**src/rtl/record_unpacker.sv**
```systemverilog
// record_unpacker: buffers whole records and streams them out one word per cycle; RECORD_UNPACKER_LAST_EN enables word_last
module record_unpacker #(
  parameter int WordSize    = 8,
  parameter int RecordWords = 16,
  parameter int Depth       = 8
) (
  input  logic                                 clk,
  input  logic                                 reset,
  input  logic                                 rec_valid,
  input  logic [WordSize*RecordWords-1:0]      rec_data,
  output logic                                 rec_ready,
  output logic                                 word_valid,
  output logic [WordSize-1:0]                  word_data,
  input  logic                                 word_ready,
  output logic                                 word_last,
  output logic                                 full,
  output logic                                 empty,
  output logic [$clog2(Depth*RecordWords):0]   size
);
  localparam int StoragePosSize = $clog2(Depth * RecordWords);
  localparam int RecordPosSize  = $clog2(RecordWords);
  localparam int DepthPos       = $clog2(Depth);
  localparam logic [DepthPos:0] FullSlots = (DepthPos + 1)'(Depth);
  logic [RecordWords-1:0][WordSize-1:0] storage_q [Depth];
  logic [DepthPos:0]       wr_rec_q, wr_rec_d, used_slots;
  logic [StoragePosSize:0] rd_word_q, rd_word_d;
  logic                    push, pop;
  always_comb begin
    used_slots = wr_rec_q - rd_word_q[StoragePosSize:RecordPosSize];
    full       = used_slots == FullSlots;
    rec_ready  = !full;
    size       = {wr_rec_q, {RecordPosSize{1'b0}}} - rd_word_q;
    empty      = size == '0;
    word_valid = !empty;
    word_data  = storage_q[rd_word_q[StoragePosSize-1:RecordPosSize]][rd_word_q[RecordPosSize-1:0]];
    push       = rec_valid && rec_ready;
    pop        = word_valid && word_ready;
    wr_rec_d   = wr_rec_q + (DepthPos + 1)'(push);
    rd_word_d  = rd_word_q + (StoragePosSize + 1)'(pop);
  end
`ifdef RECORD_UNPACKER_LAST_EN
  assign word_last = word_valid && (rd_word_q[RecordPosSize-1:0] == RecordPosSize'(RecordWords - 1));
`else
  assign word_last = 1'b0;
`endif
  always_ff @(posedge clk) begin
    if (reset) begin
      wr_rec_q  <= '0;
      rd_word_q <= '0;
    end else begin
      wr_rec_q  <= wr_rec_d;
      rd_word_q <= rd_word_d;
    end
  end
  always_ff @(posedge clk)
    if (!reset && push) storage_q[wr_rec_q[DepthPos-1:0]] <= rec_data;
endmodule

```
**config.mk**
```make
export PLATFORM = sky130hd
export DESIGN_NAME = record_unpacker
export DESIGN_NICKNAME = d
export VERILOG_FILES = /design/src/rtl/record_unpacker.sv
export SDC_FILE = /design/constraint.sdc
export NUM_CORES = 1
export LEC_CHECK = 0
export ABC_CLOCK_PERIOD_IN_PS = 27400
export CAP_MARGIN = 20
export CORE_UTILIZATION = 30
export DETAILED_ROUTE_END_ITERATION = 8
export GPL_ROUTABILITY_DRIVEN = 0
export SETUP_SLACK_MARGIN = 0.05
export SLEW_MARGIN = 25
export SYNTH_ARGS = -nofsm -noshare
export SYNTH_HDL_FRONTEND = slang
export SYNTH_SLANG_ARGS = --single-unit
```
**constraint.sdc**
```tcl
create_clock -name clk -period 27.4 [get_ports clk]
set_input_delay 6.85 -clock clk [delete_from_list [all_inputs] [get_ports clk]]
set_output_delay 6.85 -clock clk [all_outputs]
set_load 0.005 [all_outputs]
```
==> run_results.csv <==
group,metric,value,unit
yosys,ys_async_sr_fraction,0,%
yosys,synth_top_family_by_area,"multiplexers",
finish,num-fill-cells,12151,
yosys,ys_ff_latch,1036,
timing,tightestPinTransition,1.05,ns
yosys,syn_inst,1953,
worst_setup_path,rr_endpoint,"storage_q[4][10]",
finish,multi_input_area,8700,sq um
yosys,synth_compound_area_share,3.72,%
finish,fin_util,35.5,%
worst_setup_path,cp_data_required_time,20.55,ns
yosys,syn_area,40300,sq um
finish,finalNetCount,2294,
placement,placed_cells,3816,
yosys,ys_seq_area_share,77.0,%
run,drv_cap,0,
timing,clock.fmax,83.6,MHz
drt,vias_per_cell,4.97,
global_route,grt_pass1_wl,146000,um
min_path,hold-path-cell-count,2,
finish,drive_above_1_share,19.3,%
timing,fin_worst_skew,0.0468,ns
worst_setup_path,r2r-start,"rd_word_q[4]",
yosys,synth_cell_type_count,56,
worst_setup_path,critPathArrivalTime,5.11,ns
timing,rsz0062_at_grt,"false",
drt,vias,19940,
clock_network,cts_resized,0,
yosys,synth-simple-area-share,2.88,%
global_route,grt-ovfl-total,0,
global_route,grt_pass1_vias,20260,
finish,register_area,31000,sq um
yosys,synthXorXnorAreaFrac,0.283,%
clock_network,htreeDepth,3,
min_path,worst_hold_path_type,"flip-flop to flip-flop",
clock_network,postCtsSetupRepairBufs,0,
die,io_pins,153,
finish,fin_cells,4010,
drt,routed_wl,102000,um
die,rows,134,
yosys,syn-mean-instance-area,20.6,sq um
worst_setup_path,critPathLaunch,"rd_word_q[4]",
timing,setup_violations,0,
placement,hpwl,62400,um
global_route,antenna_found_initial,37,
clock_network,clk_latency,0.68,ns
drt,drtPass1Iterations,7,
timing,relSlewSlack,29.5,%
pwr,power,3.47,mW
worst_setup_path,worstSetupStartpointType,"flip-flop",
timing,fin_crit_sh,43.7,%
drt,avgRoutedWirePerCell,25.4,um
clock_network,ctsHoldBuffers,0,
timing,setup-tns-final,0,ns
clock_network,cts_root_buf,"clkbuf_16",
yosys,syn_nets,2093,
die,die_w,368,um
placement,io_buffers,151,
clock_network,clock-sinks,1036,
yosys,synth_adder_area_share,0.249,%
yosys,ys.flop_type,"edfxtp_1",
yosys,synth_edf_count,1024,
global_route,grt_usage,14.8,%
drt,ant_nets,0,
worst_setup_path,worst-r2r-cell-count,10,
yosys,yosys_warnings,0,
yosys,synthMuxAreaShare,14.3,%
worst_setup_path,ff2ff_setup_slack,22.54,ns
drt,drc_errors,0,
drt,drt_iter0_drc,1982,
die,start_util,30.2,%
worst_setup_path,cp_max_fo,44,
pwr,peakVddDrop,0.0481,mV
finish,area_growth,17.4,%
clock_network,cts_tree,"yes",
die,design.core.area,133000,sq um
global_route,grt_max_degree,131,
clock_network,path_clk_slew,0.06,ns
pwr,power_density,73.3,nW/um^2
worst_setup_path,endpoint,"word_data[3]",
timing,slew_violations,0,
status,status,"finished, final reports clean",
pwr,p_leak,14.2,nW
die,chipHeight,368,um
clock_network,clockBufferDepth,3,
worst_setup_path,critical_path_class,"flip-flop to primary output",
worst_setup_path,cp-end-kind,"primary output",
timing,min_period,11.96,ns
timing,finalHoldViolCount,0,
clock_network,numCtsBuffers,103,
die,die-area,136000,sq um
[state kept, by name, indices dropped and copies added (netlist names)]
signal	cells
wr_rec_q	4
storage_q	1024
rd_word_q	8
[metal layers]
layer	global-route usage, %	vias to the layer above	share of wire (%)
met5	0	-	0.26
met4	4.44	42	2.6
met3	4.23	197	9.0
met2	23.3	719	47
met1	19.7	10444	41
li1	-	8538	-
[kinds of logic after synthesis]
family / after synthesis
mux: 331
compound gates: 211
xor+xnor: 13
other cells: 1
flops: 1036
simple gates: 234
fa+ha+maj: 8
buf+inv: 119
[synthesized netlist by cell type, types with 9 or more instances]
library cell	number	area share [%]
a211oi_1	26	0.48
a21oi_1	27	0.34
a22o_1	32	0.70
a22oi_1	16	0.30
buf_1	14	0.13
buf_2	34	0.42
buf_4	18	0.34
buf_6	10	0.28
clkbuf_1	30	0.28
dfxtp_1	12	0.60
edfxtp_1	1024	76
mux2_1	49	1.4
mux2_2	17	0.48
mux2i_1	75	1.9
mux4_2	190	11
nand2_1	84	0.78
nand3_1	16	0.20
nor2_1	25	0.23
nor2b_1	37	0.57
nor3_1	30	0.37
nor4_1	10	0.16
o2111ai_1	9	0.20
o21ai_0	35	0.43
o21ai_1	9	0.11
o22ai_1	24	0.37
xnor2_1	11	0.24
[placed cells by master (no fill, tap or decap), types with 11 or more instances in the layout]
cell type        instances
o22ai_1                 24
nand2_1                 84
nor2b_1                 37
xnor2_1                 11
nor3_1                  26
buf_4                   45
nand3_1                 15
a22o_1                  32
mux2i_1                 75
bufinv_16               12
mux2_1                  49
o21ai_0                 35
mux4_2                 190
edfxtp_1              1024
clkbuf_16              105
clkinv_2                23
clkbuf_1                16
clkdlybuf4s50_1        151
a21oi_1                 27
nor2_1                  24
a211oi_1                26
a22oi_1                 16
clkinv_1                25
mux2_2                  17
[report_power, final]
part / leakage [nW] / internal [mW] / total, mW / switching, mW
registers: 9.34 / 1.77 / 1.79 / 0.0130
logic: 3.23 / 0.113 / 0.294 / 0.181
clock network: 1.64 / 0.811 / 1.39 / 0.576
total: 14.2 / 2.70 / 3.47 / 0.771
[layout make-up]
class                   instances  share of cell area (%)
clock inverters                64                    1.38
inverters                      12                  0.0952
diodes                          8                  0.0423
repair buffers                203                    4.16
multi-input cells             798                    18.4
flip-flops and latches       1036                    65.6
well taps                    1768                    4.68
clock buffers                 121                    5.68
[worst max-delay path: stages, from the launching register on]
cell and delay, ns:
dfxtp_4 0.65, buf_16 0.30, buf_4 0.71, mux4_2 0.60, mux4_2 0.50, o2111ai_1 0.73
a32oi_1 0.36, clkdlybuf4s50_1 0.55
[through the flow]
| stage | hold WS [ns] | setup slack, ns | cell area [sq um] |
|---|---|---|---|
| finish | 0.525 | 15.44 | 47300 |
| global route | 0.566 | 15.13 | 47300 |
| CTS | 0.521 | 14.98 | 47200 |
| detailed placement | 0.507 | 15.69 | 43900 |
| global placement | 0.493 | 15.23 | 43900 |
| floorplan | 0.470 | 6.07 | 40300 |
[worst min-delay path by stage]
stage | startpoint | endpoint | slack, ns
after global placement | rd_word_q[7] | rd_word_q[7] | 0.49
after detailed placement | rd_word_q[7] | rd_word_q[7] | 0.51
final | rd_word_q[7] | rd_word_q[7] | 0.52
after CTS | rd_word_q[7] | rd_word_q[7] | 0.52
after global routing | wr_rec_q[3] | wr_rec_q[3] | 0.57
after floorplan | rd_word_q[7] | rd_word_q[7] | 0.47
(Power assumes the default switching activity.)
